==> config.mk <==
export PLATFORM = sky130hd
export DESIGN_NAME = wb_write_queue
export DESIGN_NICKNAME = d
export VERILOG_FILES = /design/src/rtl/wb_write_queue.sv
export SDC_FILE = /design/constraint.sdc
export NUM_CORES = 1
export LEC_CHECK = 0
export ABC_CLOCK_PERIOD_IN_PS = 5850
export CORE_UTILIZATION = 45
export CTS_BUF_LIST = sky130_fd_sc_hd__clkbuf_4
export CTS_CLUSTER_DIAMETER = 30
export DETAILED_ROUTE_END_ITERATION = 10
export PLACE_DENSITY = 0.71
export SLEW_MARGIN = 20
export SYNTH_ARGS = -nofsm -noshare
export SYNTH_HDL_FRONTEND = slang
export SYNTH_SLANG_ARGS = --single-unit
==> constraint.sdc <==
create_clock -name clk -period 5.85 [get_ports clk]
set_input_delay 1.4625 -clock clk [delete_from_list [all_inputs] [get_ports clk]]
set_output_delay 1.4625 -clock clk [all_outputs]
set_load 0.05 [all_outputs]
==> src/rtl/wb_write_queue.sv <==
// In-order writeback queue feeding the register file's single write port (AD3/WE3/WD3),
// with load-over-ALU arbitration and youngest-entry forwarding for the read ports.
module wb_write_queue #(
  parameter int unsigned DATA_WIDTH    = 32,
  parameter int unsigned ADDRESS_WIDTH = 5,
  parameter int unsigned DEPTH         = 4
) (
  input  logic                         clk,
  input  logic                         rst,
  input  logic                         alu_valid,
  input  logic [ADDRESS_WIDTH-1:0]     alu_rd,
  input  logic [DATA_WIDTH-1:0]        alu_data,
  output logic                         alu_ready,
  input  logic                         ld_valid,
  input  logic [ADDRESS_WIDTH-1:0]     ld_rd,
  input  logic [DATA_WIDTH-1:0]        ld_data,
  output logic                         ld_ready,
  input  logic                         port_busy,
  output logic                         WE3,
  output logic [ADDRESS_WIDTH-1:0]     AD3,
  output logic [DATA_WIDTH-1:0]        WD3,
  input  logic [ADDRESS_WIDTH-1:0]     rs1,
  input  logic [ADDRESS_WIDTH-1:0]     rs2,
  output logic                         fwd1_hit,
  output logic [DATA_WIDTH-1:0]        fwd1_data,
  output logic                         fwd2_hit,
  output logic [DATA_WIDTH-1:0]        fwd2_data,
  output logic [$clog2(DEPTH):0]       pending
);

  localparam int unsigned PtrW = $clog2(DEPTH);
  localparam int unsigned CntW = PtrW + 1;
  localparam logic [CntW-1:0] Full = CntW'(DEPTH);

  logic [ADDRESS_WIDTH-1:0] rd_q   [DEPTH];
  logic [DATA_WIDTH-1:0]    data_q [DEPTH];
  logic [PtrW-1:0]          head_q, head_d, tail_q, tail_d;
  logic [CntW-1:0]          count_q, count_d;

  logic                     pop, space;
  logic                     ld_acc, alu_acc, enq_acc, enq_store;
  logic [ADDRESS_WIDTH-1:0] enq_rd;
  logic [DATA_WIDTH-1:0]    enq_data;
  logic [PtrW-1:0]          idx;

  assign pop   = (count_q != '0) && !port_busy;
  assign space = (count_q < Full) || pop;

  assign ld_ready  = space;
  assign alu_ready = space && !ld_valid;
  assign ld_acc    = ld_valid && ld_ready;
  assign alu_acc   = alu_valid && alu_ready;
  assign enq_acc   = ld_acc || alu_acc;
  assign enq_rd    = ld_acc ? ld_rd : alu_rd;
  assign enq_data  = ld_acc ? ld_data : alu_data;
  // Writes to r0 are acknowledged but dropped; they never occupy a slot.
  assign enq_store = enq_acc && (enq_rd != '0);

  assign WE3     = pop;
  assign AD3     = (count_q != '0) ? rd_q[head_q] : '0;
  assign WD3     = (count_q != '0) ? data_q[head_q] : '0;
  assign pending = count_q;

  always_comb begin
    head_d  = pop ? head_q + PtrW'(1) : head_q;
    tail_d  = enq_store ? tail_q + PtrW'(1) : tail_q;
    count_d = count_q + CntW'(enq_store) - CntW'(pop);
  end

  always_ff @(posedge clk or posedge rst) begin
    if (rst) begin
      head_q  <= '0;
      tail_q  <= '0;
      count_q <= '0;
      for (int unsigned i = 0; i < DEPTH; i++) begin
        rd_q[i]   <= '0;
        data_q[i] <= '0;
      end
    end else begin
      head_q  <= head_d;
      tail_q  <= tail_d;
      count_q <= count_d;
      if (enq_store) begin
        rd_q[tail_q]   <= enq_rd;
        data_q[tail_q] <= enq_data;
      end
    end
  end

  // Walk oldest to youngest so the last match (closest to tail) wins.
  always_comb begin
    fwd1_hit  = 1'b0;
    fwd1_data = '0;
    fwd2_hit  = 1'b0;
    fwd2_data = '0;
    idx       = '0;
    for (int unsigned i = 0; i < DEPTH; i++) begin
      idx = head_q + PtrW'(i);
      if (CntW'(i) < count_q) begin
        if ((rs1 != '0) && (rd_q[idx] == rs1)) begin
          fwd1_hit  = 1'b1;
          fwd1_data = data_q[idx];
        end
        if ((rs2 != '0) && (rd_q[idx] == rs2)) begin
          fwd2_hit  = 1'b1;
          fwd2_data = data_q[idx];
        end
      end
    end
  end

endmodule

---- Word level (Yosys, flattened, before mapping) ----
Index checks and enable logic that the tools add are counted.
W data, S select, Z words.
word-level totals
  register bits ........................... 155
  input bits .............................. 89
  output and inout port bits .............. 109
  logic and storage cells ................. 129
cells by class
  $add $sub $neg .......................... 6
  order comparisons ....................... 11
  equality and inequality tests ........... 8
  mux-type cells .......................... 66
  bitwise operators ....................... 5
  reductions and logical operators ........ 22
operators by type and width
  kind                   number
  $mux W32               27
  $bmux W32 S2           4
  $bwmux W128            1
  $demux W32 S2          1
  $mux W5                11
  $bmux W5 S2            4
  $eq A5 B5 Y1           8
  $bwmux W20             1
  $mux W1                16
  $ge A3 B3 Y1 const B   5
  $not A2 Y3             5
  $reduce_bool A5 Y1     3
  $logic_and A1 B1 Y1    14
  $demux W5 S2           1
  $lt A1 B3 Y1 const A   2
  $lt A2 B3 Y1 const A   2
  $add A2 B1 Y2 const B  2
  $add A2 B2 Y2 const B  2
  $add A3 B1 Y3          1
  $lt A3 B1 Y1 const B   1
  $lt A3 B3 Y1 const B   1
  $reduce_bool A3 Y1     1
  $sub A3 B1 Y3          1
  $logic_not A1 Y1       2
  $logic_or A1 B1 Y1     2

---- Depth between registers and ports, before layout ----
Gate-level depths: netlist of run 1.
  depth after elaboration ................. 14
  depth in mapped cells ................... 11
  gate-level depth less buffers ........... 9

---- Worst setup path after synthesis of run 1 ----
OpenSTA, ideal clock, no wires.
  path type ............................... input to output
  from .................................... in rs1[1]
  to ...................................... out fwd1_data[10]
  arrival ................................. 4.395 ns
  required time ........................... 4.388 ns
  path slack .............................. -0.008 ns
  stages on the path ...................... 9
  buffers on the path ..................... 3
  path through ............................ clkbuf_1 > or4_1 > o221ai_1 > a2111o_1 > or2_1 > clkbuf_1 > clkbuf_1 > a31oi_1 > a211oi_1
on the way
  cells in the longest elaborated chain, start to end .. 10
ends and longest elaborated chain
  element                                                    line  text
  from (decl)                                                22    input logic [ADDRESS_WIDTH-1:0] rs1,
  $eq A5 B5 Y1 / $reduce_bool A5 Y1 (equally long branches)  100   if ((rs1 != '0) && (rd_q[idx] == rs1)) begin
  $logic_and A1 B1 Y1                                        100
  $mux W32                                                   100
  $mux W32                                                   99    if (CntW'(i) < count_q) begin
  $mux W32                                                   100
  $mux W32                                                   99
  $mux W32                                                   100
  $mux W32                                                   99
  $mux W32                                                   100
  $mux W32 *                                                 99
  to (decl)                                                  25    output logic [DATA_WIDTH-1:0] fwd1_data,
Every way passes the cells marked *; elsewhere a longest branch is shown, timed or not.

---- Worst setup path in the final report of run 1 ----
  from .................................... in rs1[2]
  to ...................................... out fwd1_data[30]
Same word-level chain as after synthesis.

==> results of run 1 <==
[cells in the mapped netlist (all sizes together) (2+ instances only)]
master	number
a22o	31
buf	48
nand4	5
inv	15
nand3	6
xor2	4
a311o	31
nor4	2
o21ai	182
and2	2
ha	8
xnor2	34
nor2b	66
or2	2
and3	32
a211oi	63
nor3b	28
a21oi	65
nor4b	3
nor3	40
dfrtp	155
nand2	221
nor2	42
mux2	36
or4	2
mux4	77
a221oi	2
clkbuf	104
o211ai	4
a31oi	32
mux2i	83
[state kept, by name, indices dropped and copies added (netlist names)]
signal and cells:
rd_q 20, pending 3, head_q 2, data_q 128
tail_q 2
[per-layer routing]
| layer | global-route usage (%) | up-vias | share of wire, % |
|---|---|---|---|
| li1 | - | 5528 | - |
| met1 | 38.7 | 5864 | 43 |
| met2 | 45.3 | 561 | 47 |
| met3 | 3.98 | 65 | 8.1 |
| met4 | 8.04 | 0 | 1.9 |
| met5 | 0 | - | 0 |
[per-stage QoR]
stage	hold slack, ps	setup WS [ps]	utilization (%)
floorplan	465	44.4	-
global placement	483	285	55.9
detailed placement	498	237	55.9
CTS	527	240	56.9
global route	563	87.8	56.9
finish	522	201	56.9
[final timing paths]
| kind | slack [ps] | cells after the start | startpoint | to |
|---|---|---|---|---|
| worst min-delay path | 520 | 2 | data_q[92]$_DFFE_PP0P_ | data_q[92]$_DFFE_PP0P_ |
| min in group asynchronous | 1370 | 2 | rst | data_q[90]$_DFFE_PP0P_ |
| max in group asynchronous | 3570 | 3 | rst | data_q[101]$_DFFE_PP0P_ |
| worst min register to register | 520 | 2 | data_q[92]$_DFFE_PP0P_ | data_q[92]$_DFFE_PP0P_ |
| worst max register to register | 2360 | 8 | pending[2]$_DFF_PP0_ | pending[1]$_DFF_PP0_ |
| worst max-delay path | 200 | 9 | rs1[2] | fwd1_data[30] |
[tightest hold or removal path: cells and delay by family (launching register included)]
| kind | cells | cell delay (ps) |
|---|---|---|
| DFF | 1 | 390 |
| and+or+nand+nor | 1 | 50 |
| AOI/OAI and AO/OA | 1 | 60 |
[logic make-up (layout without fill, tap and decap cells)]
logic type / Yosys count / count (layout) / share of synthesized area [%]
flops: 155 / 155 / 30.2
other cells: 0 / 1 / 0
fa+ha+maj: 9 / 9 / 0.936
simple gates: 453 / 453 / 17.0
compound gates: 419 / 419 / 20.4
xor+xnor: 38 / 38 / 2.59
mux: 196 / 196 / 23.1
buf+inv: 168 / 286 / 5.77
[cell type report]
type / count / area (um^2)
clock inverter: 15 / 140
inverter: 16 / 65.1
fill: 2507 / 12000
tap: 378 / 473
timing repair buffer: 238 / 2770
multi-input combinational: 1115 / 8440
clock buffer: 17 / 128
sequential: 155 / 3890
antenna: 1 / 2.50
==> summary.md, run 1 <==
| Metric | Value |
|---|---|
| Status | completed |
| Setup Viol. Count Final | 0 |
| Setup Fix Bufs, Post-CTS | 0 |
| Yosys top cell area share | 30.2% |
| Die Wd | 171 um |
| Rel. slew slack | 33.2% |
| Starting density of the core | 45.9% |
| CP max stage cell | clkdlybuf4s50_1 |
| Clock root buffer | clkbuf_4 |
| Startpoint types | input pin |
| RePlAce Congestion | 0.877 |
| DRT Pass-1 Iters | 5 |
| Cells after synthesis | 1438 |
| Pin slew with the least headroom to its limit | 1000 ps |
| Post-Synthesis Mean Instance Area | 8.92 um^2 |
| Die area | 29200 um^2 |
| Commonest non-fill, non-tap cell in the layout | nand2_1 |
| Clock skew | 27.9 ps |
| Tmin final | 5650 ps |
| Congestion Overflow GR | 0 |
| Post-synth ARST share | 100% |
| Max Cap Violations | 0 |
| Syn_nets | 1536 |
| Worst Path Buf+Inv | 3 |
| Yosys cell types | 51 |
| DP Area | 15600 um^2 |
| I/O Pins | 198 |
| H-Tree Depth | 4 |
| CTS resizes | 0 |
| Final Hold Viols | 0 |
| Synth Register Bits | 155 |
| Overall routed net length | 39700 um |
| Number of enable flip-flop cells after synthesis | 0 |
| Layout cells sized above 1 | 19.2% |
| Fmax achieved | 0.177 GHz |
| Vias in the first global route | 11500 |
| Critical Path AT | 4190 ps |
| CP required | 4390 ps |
| Hold/Removal Path Class | reg2reg |
| Setup TNS | 0 ps |
| Crit path cell chain | clkdlybuf4s50_1 > or4_1 > o221ai_1 > a2111o_1 > or2_2 > buf_4 > a31oi_1 > a211oi_1 > buf_12 |
| Fin nets | 1641 |
| # rows | 61 |
| Synthesis warning total | 0 |
| CTS Buf Count | 17 |
| Worst-Skew Late Latency | 590 ps |
| Layout area overhead | 23.9% |
| CP Class | in2out |
| Core Region | 27900 um^2 |
| Synth area leader | dfrtp_1 |
| Tcrit/Tclk final | 96.6% |
| First-pass GRT wire length | 63300 um |
| CP Capture Type | primary output |
| Slowest stage delay, CP | 550 ps |
| PortBufs | 197 |
| CTS sink cnt | 155 |
| Largest net degree at the start of global routing | 112 |
| DP HPWL | 26100 um |
| Predominant post-synthesis flop cell | dfrtp_1 |
| Post-synthesis sequential area ratio | 30.2% |
| Syn Std Cell Area | 12800 um^2 |
| GRT Total Usage | 27.9% |
| Die height | 171 um |
| Most frequent cells in the layout | nand2_1, o21ai_0, dfrtp_1, clkdlybuf4s50_1, mux2i_1 |
| Clock-pin slew on the worst setup and hold paths | 140 ps |
| Worst path top cell family by delay | buffers and inverters |
| Hold_buf cts | 0 |
| RSZ-0062 raised after global routing | false |
| Final ANT Viol Nets | 0 |
| DRC | 0 |
| DR vias/cell | 6.21 |
| Via count | 12000 |
| Worst-path fanout max | 9 |
| Clock tree buffer depth | 2 |
| Initial antenna violation count | 1 |
| Pins Over Slew Limit | 0 |
| Initial DRC Count | 1126 |
| Finished Layout Cells | 1935 |
| CTS tree | built |
| Inst Count DP | 1902 |
| Wire per inst | 20.5 um |
| Area contributors post-synth | dfrtp_1, mux4_2, o21ai_0, mux2i_1, nand2_1 |
| Final instance area | 15900 um^2 |
Power of run 1 is not shown: default switching activity piles up to over one toggle a cycle in this logic, so the estimate is an artifact.
==> run 2: changes to the inputs <==
- SLEW_MARGIN: 20 -> 10
==> results of run 2 <==
The final DEF is identical to that of run 1; final timing and power are the same.
Power of run 2 is left out for the same reason.
==> run 3: changes to the inputs <==
- CELL_PAD_IN_SITES_DETAIL_PLACEMENT: not set -> 0
- CELL_PAD_IN_SITES_GLOBAL_PLACEMENT: not set -> 1
- CORE_UTILIZATION: 45 -> 39
- PLACE_DENSITY: 0.71 -> not set
- PLACE_DENSITY_LB_ADDON: not set -> 0.1
==> summary.md, run 3 (synthesis results as in run 1) <==
| Metric | Value |
|---|---|
| Status | completed (unchanged) |
| Worst path top cell family by delay | buffers and inverters (unchanged) |
| Die height | 183 um (was 171 um) |
| Place WS | 261 ps (was 237 ps) |
| Slowest stage delay, CP | 480 ps (was 550 ps) |
| CP required | 4390 ps (about the same) |
| Initial antenna violation count | 1 (unchanged) |
| Worst-path fanout max | 16 (was 9) |
| Clock skew | 21.1 ps (was 27.9 ps) |
| Wire per inst | 20.4 um (was 20.5 um) |
| Core Region | 32500 um^2 (was 27900 um^2) |
| Tmin final | 5640 ps (was 5650 ps) |
| CTS Buf Count | 17 (unchanged) |
| Filler Cell Count | 3034 (was 2507) |
| Crit path cell chain | clkdlybuf4s50_1 > buf_4 > nor3_1 > a211o_1 > a211oi_1 > and4_2 > buf_4 > a31oi_1 > a211oi_1 > buf_12 (was clkdlybuf4s50_1 > or4_1 > o221ai_1 > a2111o_1 > or2_2 > buf_4 > a31oi_1 > a211oi_1 > buf_12) |
| H-Tree Depth | 4 (unchanged) |
| Worst Setup SP | rs1[2] (unchanged) |
| Initial DRC Count | 874 (was 1126) |
| Worst-Skew Late Latency | 580 ps (was 590 ps) |
| Starting density of the core | 39.5% (was 45.9%) |
| Overall routed net length | 40900 um (was 39700 um) |
| Startpoint types | input pin (unchanged) |
| CP Capture Type | primary output (unchanged) |
| Area occupied by multi-input gates | 8440 um^2 (about the same) |
| Layout area overhead | 27.8% (was 23.9%) |
| DRT Pass-1 Iters | 7 (was 5) |
| Fmax achieved | 0.177 GHz (about the same) |
| Worst reg2reg startpoint | pending[2]$_DFF_PP0_ (unchanged) |
| Max reg flops | 128 (unchanged) |
| CTS sink cnt | 155 (unchanged) |
| Die Wd | 183 um (was 171 um) |
| CP max stage cell | clkdlybuf4s50_1 (unchanged) |
| Hold_buf cts | 0 (unchanged) |
| Worst Path Buf+Inv | 4 (was 3) |
| Via count | 11700 (was 12000) |
| I/O Pins | 198 (unchanged) |
| RePlAce Congestion | 0.873 (was 0.877) |
| DR vias/cell | 5.81 (was 6.21) |
| First-pass GRT wire length | 65400 um (was 63300 um) |
| Setup TNS | 0 ps (unchanged) |
| Max Cap Violations | 0 (unchanged) |
| Pin slew with the least headroom to its limit | 875 ps (was 1000 ps) |
| Reg2reg end | pending[1]$_DFF_PP0_ (unchanged) |
| R2R depth | 8 (unchanged) |
| Top reg by flops | data_q (unchanged) |
| R2R Setup Slk | 2420 ps (was 2360 ps) |
| CTS resizes | 0 (unchanged) |
| Register area | 3890 um^2 (unchanged) |
| Hold slack | 523 ps (was 522 ps) |
| Clock tree buffer depth | 2 (unchanged) |
| Setup Viol. Count Final | 0 (unchanged) |
| Setup Fix Bufs, Post-CTS | 0 (unchanged) |
| Most frequent cells in the layout | nand2_1, o21ai_0, dfrtp_1, clkdlybuf4s50_1, mux2i_1 (unchanged) |
| Final ANT Viol Nets | 0 (unchanged) |
| Clock-pin slew on the worst setup and hold paths | 140 ps (about the same) |
| CTS tree | built (unchanged) |
| Commonest non-fill, non-tap cell in the layout | nand2_1 (unchanged) |
| Final WS setup | 211 ps (was 201 ps) |
| Fin nets | 1652 (was 1641) |
| Rel. slew slack | 41.6% (was 33.2%) |
| DP HPWL | 27600 um (was 26100 um) |
| Pins Over Slew Limit | 0 (unchanged) |
| Vias in the first global route | 11300 (was 11500) |
| RSZ-0062 raised after global routing | false (unchanged) |
| Clock root buffer | clkbuf_4 (unchanged) |
| Layout cells sized above 1 | 19.8% (was 19.2%) |
| Congestion Overflow GR | 0 (unchanged) |
| Critical Path End | fwd1_data[1] (was fwd1_data[30]) |
| Final Hold Viols | 0 (unchanged) |
| # rows | 66 (was 61) |
| CP Class | in2out (unchanged) |
| Largest net degree at the start of global routing | 92 (was 112) |
| Critical path depth | 10 (was 9) |
| Die area | 33600 um^2 (was 29200 um^2) |
| Hold/Removal Path Class | reg2reg (unchanged) |
| DRC | 0 (unchanged) |
| Tcrit/Tclk final | 96.4% (was 96.6%) |
| PortBufs | 197 (unchanged) |
| Critical Path AT | 4180 ps (was 4190 ps) |
| GRT Total Usage | 24.9% (was 27.9%) |
==> run 3: cell type report <==
cell class	count	share of cell area [%]
diodes	1	0.0153
clock buffers	17	0.778
clock inverters	14	1.04
inverters	16	0.397
multi-input cells	1115	51.4
flip-flops and latches	155	23.7
well taps	442	3.37
repair buffers	249	19.3
==> run 3: worst min-delay path by stage <==
stage                                        from                      end  depth (start not counted)
after floorplan            data_q[31]$_DFFE_PP0P_   data_q[31]$_DFFE_PP0P_                          2
after global placement     data_q[87]$_DFFE_PP0P_   data_q[87]$_DFFE_PP0P_                          2
after detailed placement  data_q[124]$_DFFE_PP0P_  data_q[124]$_DFFE_PP0P_                          2
after CTS                 data_q[124]$_DFFE_PP0P_  data_q[124]$_DFFE_PP0P_                          2
after global routing       data_q[28]$_DFFE_PP0P_   data_q[28]$_DFFE_PP0P_                          2
final                      data_q[31]$_DFFE_PP0P_   data_q[31]$_DFFE_PP0P_                          2
==> run 3: tightest hold or removal path: stages, from the launching register on <==
cell     delay (ps)
dfrtp_1         390
nand2_1          50
o21ai_0          60
==> run 3: per-stage QoR <==
stage,std cells,utilization (%),cell area [um^2]
2_1_floorplan,1438,-,13000
3_3_place_gp,1977,49.6,16100
3_5_place_dp,1977,49.6,16100
4_1_cts,2008,50.5,16400
5_1_grt,2009,50.6,16400
6_report,2009,50.6,16400
==> run 3: metal layers <==
| layer | global-route usage [%] | wire [um] | share of wire (%) | vias up |
|---|---|---|---|---|
| met5 | 0 | 0 | 0 | - |
| met4 | 5.33 | 455 | 1.1 | 0 |
| met3 | 3.38 | 2050 | 5.0 | 35 |
| met2 | 39.6 | 18900 | 46 | 359 |
| met1 | 36.1 | 19500 | 48 | 5724 |
| li1 | - | - | - | 5545 |
Power of run 3 is left out for the same reason.
